`src/rtl/adc_readout_serializer.sv`:
```
// 128->32 readout serializer with tlast framing and completed-frame count; ADC_READOUT_HEADER_EN adds a per-frame header word.
// Latency: a beat accepted at cycle N presents lane0 (or the header) at N+1, then one word per accepted cycle.
// Backpressure: s_axis_tready is high only when the holding register is empty or its lane3 transfers this cycle.
module adc_readout_serializer #(
   parameter int IN_W  = 128,
   parameter int OUT_W = 32,
   parameter int CNT_W = 32,
   parameter int FRM_W = 16
) (
   input  logic             rf_clk,
   input  logic             rf_reset,
   input  logic [IN_W-1:0]  s_axis_tdata,
   input  logic             s_axis_tvalid,
   output logic             s_axis_tready,
   output logic [OUT_W-1:0] m_axis_tdata,
   output logic             m_axis_tvalid,
   input  logic             m_axis_tready,
   output logic             m_axis_tlast,
   input  logic [CNT_W-1:0] frame_len,
   output logic             frame_done,
   output logic [FRM_W-1:0] frames_sent
);

`ifdef ADC_READOUT_HEADER_EN
   typedef enum logic [1:0] {IDLE = 2'd0, DATA = 2'd1, HDR = 2'd2} state_t;
`else
   typedef enum logic [1:0] {IDLE = 2'd0, DATA = 2'd1} state_t;
`endif

   state_t            state;
   logic [IN_W-1:0]   hold_dat;
   logic              hold_valid;
   logic [1:0]        lane;
   logic [CNT_W-1:0]  beat_cnt;
   logic [CNT_W-1:0]  len_latched;

   logic              out_xfer;
   logic              lane3_xfer;
   logic              in_xfer;
   logic              is_last;

   assign out_xfer   = m_axis_tvalid & m_axis_tready;
   assign lane3_xfer = out_xfer & (lane == 2'd3) & (state == DATA);
   assign in_xfer    = s_axis_tvalid & s_axis_tready;
   assign is_last    = (lane == 2'd3) & (len_latched != '0) & (beat_cnt == len_latched);

   // Gating with the reset keeps the upstream FIFO from being popped while we are held in reset.
   assign s_axis_tready = rf_reset & (~hold_valid | lane3_xfer);
   assign m_axis_tlast  = (state == DATA) & hold_valid & is_last;

`ifdef ADC_READOUT_HEADER_EN
   assign m_axis_tvalid = hold_valid & ((state == DATA) | (state == HDR));
`else
   assign m_axis_tvalid = hold_valid & (state == DATA);
`endif

   always_comb begin
      m_axis_tdata = hold_dat[OUT_W-1:0];
      case (lane)
         2'd1:    m_axis_tdata = hold_dat[2*OUT_W-1:OUT_W];
         2'd2:    m_axis_tdata = hold_dat[3*OUT_W-1:2*OUT_W];
         2'd3:    m_axis_tdata = hold_dat[4*OUT_W-1:3*OUT_W];
         default: m_axis_tdata = hold_dat[OUT_W-1:0];
      endcase
`ifdef ADC_READOUT_HEADER_EN
      if (state == HDR) begin
         m_axis_tdata = OUT_W'({8'hA5, 8'h00, frames_sent[15:0]});
      end
`endif
   end

   always_ff @(posedge rf_clk or negedge rf_reset) begin
      if (!rf_reset) begin
         state       <= IDLE;
         hold_dat    <= '0;
         hold_valid  <= 1'b0;
         lane        <= 2'd0;
         beat_cnt    <= '0;
         len_latched <= '0;
         frames_sent <= '0;
         frame_done  <= 1'b0;
      end else begin
         frame_done <= 1'b0;
         case (state)
            IDLE: begin
               if (in_xfer) begin
                  hold_dat    <= s_axis_tdata;
                  hold_valid  <= 1'b1;
                  lane        <= 2'd0;
                  len_latched <= frame_len;
                  beat_cnt    <= CNT_W'(1);
`ifdef ADC_READOUT_HEADER_EN
                  state       <= HDR;
`else
                  state       <= DATA;
`endif
               end
            end
`ifdef ADC_READOUT_HEADER_EN
            HDR: begin
               if (out_xfer) begin
                  state <= DATA;
               end
            end
`endif
            DATA: begin
               if (out_xfer) begin
                  lane <= lane + 2'd1;
               end
               if (lane3_xfer && is_last) begin
                  frame_done  <= 1'b1;
                  frames_sent <= frames_sent + FRM_W'(1);
                  // A beat accepted alongside the tlast word opens the next frame directly.
                  if (in_xfer) begin
                     hold_dat    <= s_axis_tdata;
                     lane        <= 2'd0;
                     len_latched <= frame_len;
                     beat_cnt    <= CNT_W'(1);
`ifdef ADC_READOUT_HEADER_EN
                     state       <= HDR;
`else
                     state       <= DATA;
`endif
                  end else begin
                     hold_valid <= 1'b0;
                     beat_cnt   <= '0;
                     state      <= IDLE;
                  end
               end else if (in_xfer) begin
                  hold_dat   <= s_axis_tdata;
                  hold_valid <= 1'b1;
                  lane       <= 2'd0;
                  if (beat_cnt != '1) begin
                     beat_cnt <= beat_cnt + CNT_W'(1);
                  end
               end else if (lane3_xfer) begin
                  hold_valid <= 1'b0;
               end
            end
            default: state <= IDLE;
         endcase
      end
   end

endmodule

```
`config.mk`:
```
export PLATFORM = sky130hd
export DESIGN_NAME = adc_readout_serializer
export DESIGN_NICKNAME = d
export VERILOG_FILES = /design/src/rtl/adc_readout_serializer.sv
export SDC_FILE = /design/constraint.sdc
export NUM_CORES = 1
export LEC_CHECK = 0
export ABC_CLOCK_PERIOD_IN_PS = 2200
export CELL_PAD_IN_SITES_DETAIL_PLACEMENT = 0
export CELL_PAD_IN_SITES_GLOBAL_PLACEMENT = 2
export CORE_MARGIN = 2
export CORE_UTILIZATION = 28
export DETAILED_ROUTE_END_ITERATION = 10
export PLACE_DENSITY = 0.74
export SYNTH_ARGS = -nofsm -noshare
export SYNTH_HDL_FRONTEND = slang
export SYNTH_SLANG_ARGS = --single-unit
```
`constraint.sdc`:
```
create_clock -name rf_clk -period 2.2 [get_ports rf_clk]
set_input_delay 0.33 -clock rf_clk [delete_from_list [all_inputs] [get_ports rf_clk]]
set_output_delay 0.33 -clock rf_clk [all_outputs]
set_load 0.005 [all_outputs]
```
---- After elaboration in Yosys (flattened, before gate mapping) ----
Cells that the tools add are included.
word-level totals
  flip-flop bits (word level) ............. 214
  output and inout port bits .............. 52
  input port bits ......................... 164
cells by class
  add/subtract/negate cells ............... 3
  reduce and logical (&&, ||, !) cells .... 12
  equal/unequal tests ..................... 13
  bitwise operators ....................... 11
  multiplexer cells ....................... 26
operator list
  kind                                                             count
  32-bit two-way mux                                               6
  32-bit one-hot mux with 2 select lines                           2
  32-bit one-hot mux with 3 select lines                           1
  32-bit by 1-bit adder with 32-bit output, second input constant  1
  32-bit == test                                                   1
  32-bit != test, second input constant                            1
  32-bit nonzero test                                              1
  16-bit by 1-bit adder with 16-bit output, second input constant  1
  2-bit two-way mux                                                5
  1-bit AND                                                        9
  1-bit two-way mux                                                9
  2-bit one-hot mux with 2 select lines                            2
  2-bit AND reduction                                              4
  4-bit AND reduction                                              2
  3-bit != test, second input constant                             2
  2-bit by 1-bit == test with 1-bit output, second input constant  2
  2-bit == test, second input constant                             2
  4-bit by 3-bit != test with 1-bit output, second input constant  1
  3-bit by 1-bit != test with 1-bit output, second input constant  1
  3-bit by 2-bit != test with 1-bit output, second input constant  1
  3-bit AND reduction                                              1
  2-bit by 1-bit adder with 2-bit output, second input constant    1
  2-bit logical NOT                                                1
  2-bit by 1-bit != test with 1-bit output, second input constant  1
  other kinds (7)                                                  7

---- Depth between registers and ports, before layout ----
Gate-level depths: netlist (run 1).
  word-level depth ........................ 11
  depth in mapped cells ................... 10
  depth with buffers taken out ............ 7

---- Least setup slack after synthesis (run 1) ----
Ideal clock, no wire load.
  kind .................................... flip-flop to flip-flop
  start ................................... register beat_cnt[10]
  end ..................................... register beat_cnt[23]
  clock period less this slack ............ 2.356 ns
  library setup time ...................... 0.073 ns
  buffers on the path ..................... 2
  stages on the path, launching flop included .. 9
  setup slack ............................. -0.156 ns
  arrival ................................. 2.283 ns
  path through ............................ dfrtp_1 buf_2 nand4_2 or3_1 buf_6 or4_4 or4_1 a21o_1 a21oi_2
on the way
  longest elaborated chain between the ends .. 5
  elaborated cells between the ends (all ways) .. 12
  those cells by class .................... add/sub (1); eq/ne (4); mux (4); bitwise (1); reduce/logical (2)
RTL lines
  item                                                                           RTL line  text
  start, declared                                                                34        logic [CNT_W-1:0] beat_cnt;
  start signal, assigned                                                         134       beat_cnt <= beat_cnt + CNT_W'(1);
  32-bit by 1-bit adder with 32-bit output or 32-bit == test (tied branches)     134, 45
  32-bit two-way mux or 1-bit AND (tied branches)                                133, 45
  32-bit two-way mux or 1-bit logical AND (tied branches)                        129, 110
  32-bit two-way mux (tied with other cells)                                     110       if (lane3_xfer && is_last) begin
  32-bit one-hot mux with 2 select lines or 4-bit AND reduction (tied branches)  -
Parallel ways exist; a longest one is shown, timed or not. The select of a mux whose other input is x is not followed.
A chain may end at the register's enable or synchronous reset.

---- Final worst setup path (run 1) ----
  start ................................... register len_latched[20]
  end ..................................... register len_latched[20]
on the way
  longest elaborated chain between the ends .. 6
  elaborated cells between the ends (all ways) .. 10
  those cells by class .................... eq/ne (2); mux (3); bitwise (2); reduce/logical (3)
RTL lines
  item                                                RTL line  text
  start, declared                                     35        logic [CNT_W-1:0] len_latched;
  start signal, assigned                              90        len_latched <= frame_len;
  start signal, assigned                              117       len_latched <= frame_len;
  32-bit nonzero test                                 45        assign is_last = (lane == 2'd3) & (len_latched != '0) & (beat_cnt == len_latched);
  1-bit AND (2 in series)                             45
  1-bit logical AND                                   110
  2-bit by 1-bit != test with 1-bit output (no line)  -
  2-bit AND reduction (no line)                       -
Parallel ways exist; a longest one is shown, timed or not. The select of a mux whose other input is x is not followed.

==> results.md, run 1 <==
| Step | Result | This run |
|:---|:---|:---|
| clock network | Skew-Pair Late Insertion Delay | 0.56 ns |
| sta | Period utilization | 125.8% |
| global route | First-pass GRT wire length | 54190 µm |
| setup path | Slowest-stage cell, CP | dfrtp_1 |
| sta | Final setup violation count | 116 |
| cells and area | Antenna cell count | 0 |
| setup path | Arrival time worst endpoint | 3.21 ns |
| run status | Result of the run | finished, violations left |
| yosys | Synthesis-stage register bit count | 213 |
| flow run | Number of maximum-capacitance constraint violations | 0 |
| yosys | Post-synthesis instance area | 10190 µm² |
| yosys | Fraction of the mapped netlist area in simple logic gates | 21.79% |
| clock network | Root Buffer Master | clkbuf_16 |
| cells and area | Area occupied by multi-input gates | 5002 µm² |
| global route | Via count of the first global-routing pass | 9558 |
| yosys | Post-synthesis xor/xnor area fraction | 4.127% |
| sta | Max-slew violations | 0 |
| setup path | CP Launch Type | flop |
| setup path | Critical Path Sink Type | flop |
| placement | Placer Congestion | 0.7947 |
| clock network | CTS H-tree lvls | 1 |
| detailed routing | DRC violations left | 0 |
| global route | Largest net degree at the start of global routing | 118 |
| setup path | Cell with the most instances on the worst path | buf_4 |
| die | Total I/O pin count | 216 |
| sta | Max Freq | 361.2 MHz |
| global route | GR Overflow Total | 0 |
| hold path | Worst Hold End | hold_dat[51] |
| power and ir drop | Share of total power in combinational logic | 41.6% |
| clock network | Clock sink count | 213 |
| cells and area | Ratio of cells with drive above 1 in the final layout | 27.02% |
| sta | Smallest hold slack | 0.2993 ns |
| sta | Headroom to the max-slew limit | 53.97% |
| cells and area | Number of nets in the final layout | 1633 |
| placement | Placed instance count | 1843 |
| hold path | Min-delay src | s_axis_tdata[51] |
| power and ir drop | Switching portion of total power | 34.70% |
| yosys | Share of synthesized area spent on multiplexers | 7.223% |
| power and ir drop | Switching power summed over all nets | 6560 µW |
| yosys | Combinational family with the most area after synthesis | simple AND/OR/NAND/NOR gates |
| power and ir drop | Total power density per cell area | 1164 nW/µm² |
| clock network | CTS tree | done |
| setup path | Worst setup slack for register-to-register paths | -0.57 ns |
| yosys | Synth Instances | 1092 |
| yosys | EDFF count, synth | 0 |
| power and ir drop | Pleak | 0.007575 µW |
| yosys | Share of flip-flops with an asynchronous set or reset after synthesis | 100.0% |
| sta | Unrepaired setup endpoints after global routing | true |
| yosys | Post-synth net total | 1262 |
| sta | Clock skew | 0.01893 ns |
| die | Horizontal die dimension | 194.7 µm |
| detailed routing | Average vias per placed instance | 4.771 |
| yosys | Average footprint of a synthesized cell | 9.328 µm² |
| cells and area | Area Overhead vs Synth | 59.50% |
| clock network | Maximum clock path buffer count | 3 |
| sta | Final Hold Fails | 0 |
| sta | Slew at the pin closest to its max-slew limit | 0.6905 ns |
| setup path | Cell family contributing the most delay on the critical path | buffers and inverters |
| yosys | Share of synthesized area occupied by flip-flops and latches | 52.33% |
| setup path | Worst-path cell chain | xor2_1, nor4_1, buf_4, nand4_1, buf_4, buf_6, o41ai_4, nand2_2, buf_4, clkbuf_16, mux2_4 |
| power and ir drop | Internal power of the cells | 12350 µW |
| clock network | Clock edge transition at the registers on the reported setup and hold paths | 0.06 ns |
| die | Initial core utilization | 28.57% |
| detailed routing | Detailed-routing iteration count for the pre-antenna-repair pass | 6 |
| cells and area | Area taken by flip-flops and latches | 5335 µm² |
| yosys | Synthesis warning total | 0 |
| hold path | Hold crit path type | primary input to flop |
| power and ir drop | Clock network fraction of design power | 24.1% |
| die | Area enclosed by the die boundary | 37920 µm² |
| power and ir drop | Total power of the final layout | 18910 µW |
| die | Core Area | 35660 µm² |
| hold path | Worst Hold Depth | 3 |
| setup path | Critical path data required time | 2.64 ns |
| detailed routing | Routed wire per std cell | 18.82 µm |
| sta | Min Clock Period, post-route | 2.769 ns |
| global route | Initial antenna violation count | 5 |
| detailed routing | Total Routed Length | 36610 µm |
| cells and area | Final cell area excluding filler cells | 16250 µm² |
| detailed routing | Iteration-0 DRC count of the detailed router | 551 |
| power and ir drop | Sequential group share of total power | 34.3% |
| yosys | Most used DFF post-synth | dfrtp_1 |
| placement | Post-placement worst setup slack | -0.3987 ns |
| setup path | Maximum fanout encountered on the critical timing path | 8 |
| placement | Number of port buffers | 215 |
| setup path | Critical path class | flop to flop |
| clock network | Number of CTS-inserted buffers | 27 |
| setup path | Slowest cell delay on critical path | 0.39 ns |
| die | Chip Height | 194.7 µm |
| setup path | Worst path bufs/invs | 5 |
| setup path | Worst Reg-to-Reg Cells | 11 |
| run status | Violations in the final reports | negative setup slack |
| setup path | Endpoint of the worst-slack reg-to-reg timing path | len_latched[20] |
| cells and area | Fillers | 3421 |
| yosys | Compound-gate portion of the synthesized area | 9.520% |
| die | Number of cell rows | 69 |
| setup path | Reg-to-reg critical path startpoint | len_latched[20] |
| placement | HPWL Detailed | 23570 µm |
| sta | Final worst setup slack | -0.5686 ns |
| detailed routing | Number of nets with antenna violations after detailed routing | 0 |
| yosys | Unique masters post-synth | 49 |
| placement | Placement Cell Area | 14030 µm² |
| power and ir drop | Peak VDD IR | 0.6823 mV |
| cells and area | Final cell count without fillers | 1945 |
| yosys | Synth Area in Adders | 0.7370% |
| detailed routing | Via count of the routed design | 9279 |
| global route | Total routing usage reported by global routing | 18.08% |
==> repair_timing <==
action / CTS / global route
pin swaps: 44 / 59
hold endpoints to repair: 44 / 0
resized for setup: 217 / 118
hold buffers: 1 / 0
setup endpoints to repair: 113 / 244
setup buffers: 20 / 27
cloned: 9 / 8
==> power by group through the flow <==
stage	combinational [µW]	clock, µW	sequential [µW]
finish	7870	4550	6480
floorplan	3490	0	6220
detailed placement	7050	0	6490
global placement	7000	0	6470
CTS	7600	4640	6460
global route	8650	4810	6680
==> worst min-delay path, delay by kind of cell <==
kind / cells / cell delay (ns)
simple gates: 2 / 0.09
buf+inv: 1 / 0.40
==> worst max-delay path by stage <==
stage,from,to,slack [ns],depth (start not counted)
2_1_floorplan,beat_cnt[10],beat_cnt[23],-0.07,8
3_3_place_gp,beat_cnt[20],m_axis_tlast,-0.41,8
3_5_place_dp,beat_cnt[14],m_axis_tlast,-0.40,8
4_1_cts,len_latched[20],m_axis_tlast,-0.51,8
5_1_grt,len_latched[20],len_latched[9],-0.62,10
6_report,len_latched[20],len_latched[20],-0.57,11
==> logic make-up (layout without fill, tap and decap cells) <==
logic type	count (synthesis)	after routing
AND/OR/NAND/NOR	509	509
flip-flops	213	213
AO/OA/AOI/OAI	137	137
buffers and inverters	110	502
multiplexers	69	69
XOR/XNOR	48	48
adder cells (fa/ha/maj)	6	6
==> flip-flops by register name (all words and copies together), names as in the netlist <==
name,cells
beat_cnt,32
frame_done,1
frames_sent,16
hold_dat,128
hold_valid,1
lane,2
len_latched,32
state,1
==> synthesized netlist by cell type, drive strengths merged, types with 6 or more instances <==
master / count / area share [%]
dfrtp: 213 / 52
ha: 6 / 0.74
nand2: 355 / 13
nor4: 19 / 1.2
mux2i: 33 / 3.2
o31ai: 11 / 0.81
and3: 11 / 0.69
nand4: 20 / 1.3
inv: 36 / 1.3
a22oi: 13 / 0.96
o21ai: 41 / 2.0
a222oi: 32 / 3.1
xor2: 32 / 2.8
nand3: 24 / 1.2
nor2: 36 / 1.3
xnor2: 16 / 1.4
buf: 21 / 0.99
or4: 7 / 0.55
and2: 8 / 0.49
a21oi: 20 / 1.0
clkbuf: 52 / 1.9
mux2: 36 / 4.0
nor3: 11 / 0.59
and4: 6 / 0.52
==> area by class of cell <==
class	count	area share, %
Sequential cell	213	32.84
Multi-Input combinational cell	769	30.79
Timing Repair Buffer	415	26.32
Clock buffer	32	4.521
Tap cell	461	3.550
Clock inverter	18	1.101
Inverter	37	0.8856
==> through the flow <==
step | TNS, ns | utilization (%)
3_5_place_dp | -18.10 | 39.36
5_1_grt | -44.51 | 45.57
3_3_place_gp | -17.59 | 39.36
6_report | -35.80 | 45.57
2_1_floorplan | -0.3867 | -
4_1_cts | -24.43 | 43.71
==> metal layers <==
layer | GRT usage (%) | share of wire, %
met5 | 0 | 0.14
met4 | 4.524 | 2.6
met3 | 4.616 | 6.0
met2 | 30.49 | 48
met1 | 23.18 | 44
==> cells in the final DEF (no fill, tap or decap), drive strengths merged, types with 5 or more instances in the layout <==
| cell type | n |
|---|---|
| buf | 223 |
| a211oi | 5 |
| clkdlybuf4s50 | 180 |
| clkbuf | 41 |
| a21oi | 20 |
| nor4 | 19 |
| a222oi | 32 |
| nand3 | 24 |
| clkinv | 11 |
| ha | 6 |
| a21o | 5 |
| inv | 40 |
| nor3 | 11 |
| nor2 | 36 |
| and3 | 11 |
| or4 | 7 |
| mux2 | 36 |
| xnor2 | 16 |
| dfrtp | 213 |
| a22oi | 13 |
| and2 | 8 |
| o21ai | 41 |
| o31ai | 11 |
| nand4 | 20 |
| nand2 | 355 |
| xor2 | 32 |
| and4 | 6 |
| mux2i | 33 |
Note: power is estimated with default switching activity, not from simulation.
==> run 2, diff against run 1 <==
--- a/config.mk
+++ b/config.mk
@@ -6,6 +6,7 @@
 export NUM_CORES = 1
 export LEC_CHECK = 0
 export ABC_CLOCK_PERIOD_IN_PS = 2200
+export CAP_MARGIN = 10
 export CELL_PAD_IN_SITES_DETAIL_PLACEMENT = 0
 export CELL_PAD_IN_SITES_GLOBAL_PLACEMENT = 2
 export CORE_MARGIN = 2
==> results of run 2 <==
Same layout as run 1: the final DEF is identical, and so are final timing and power.
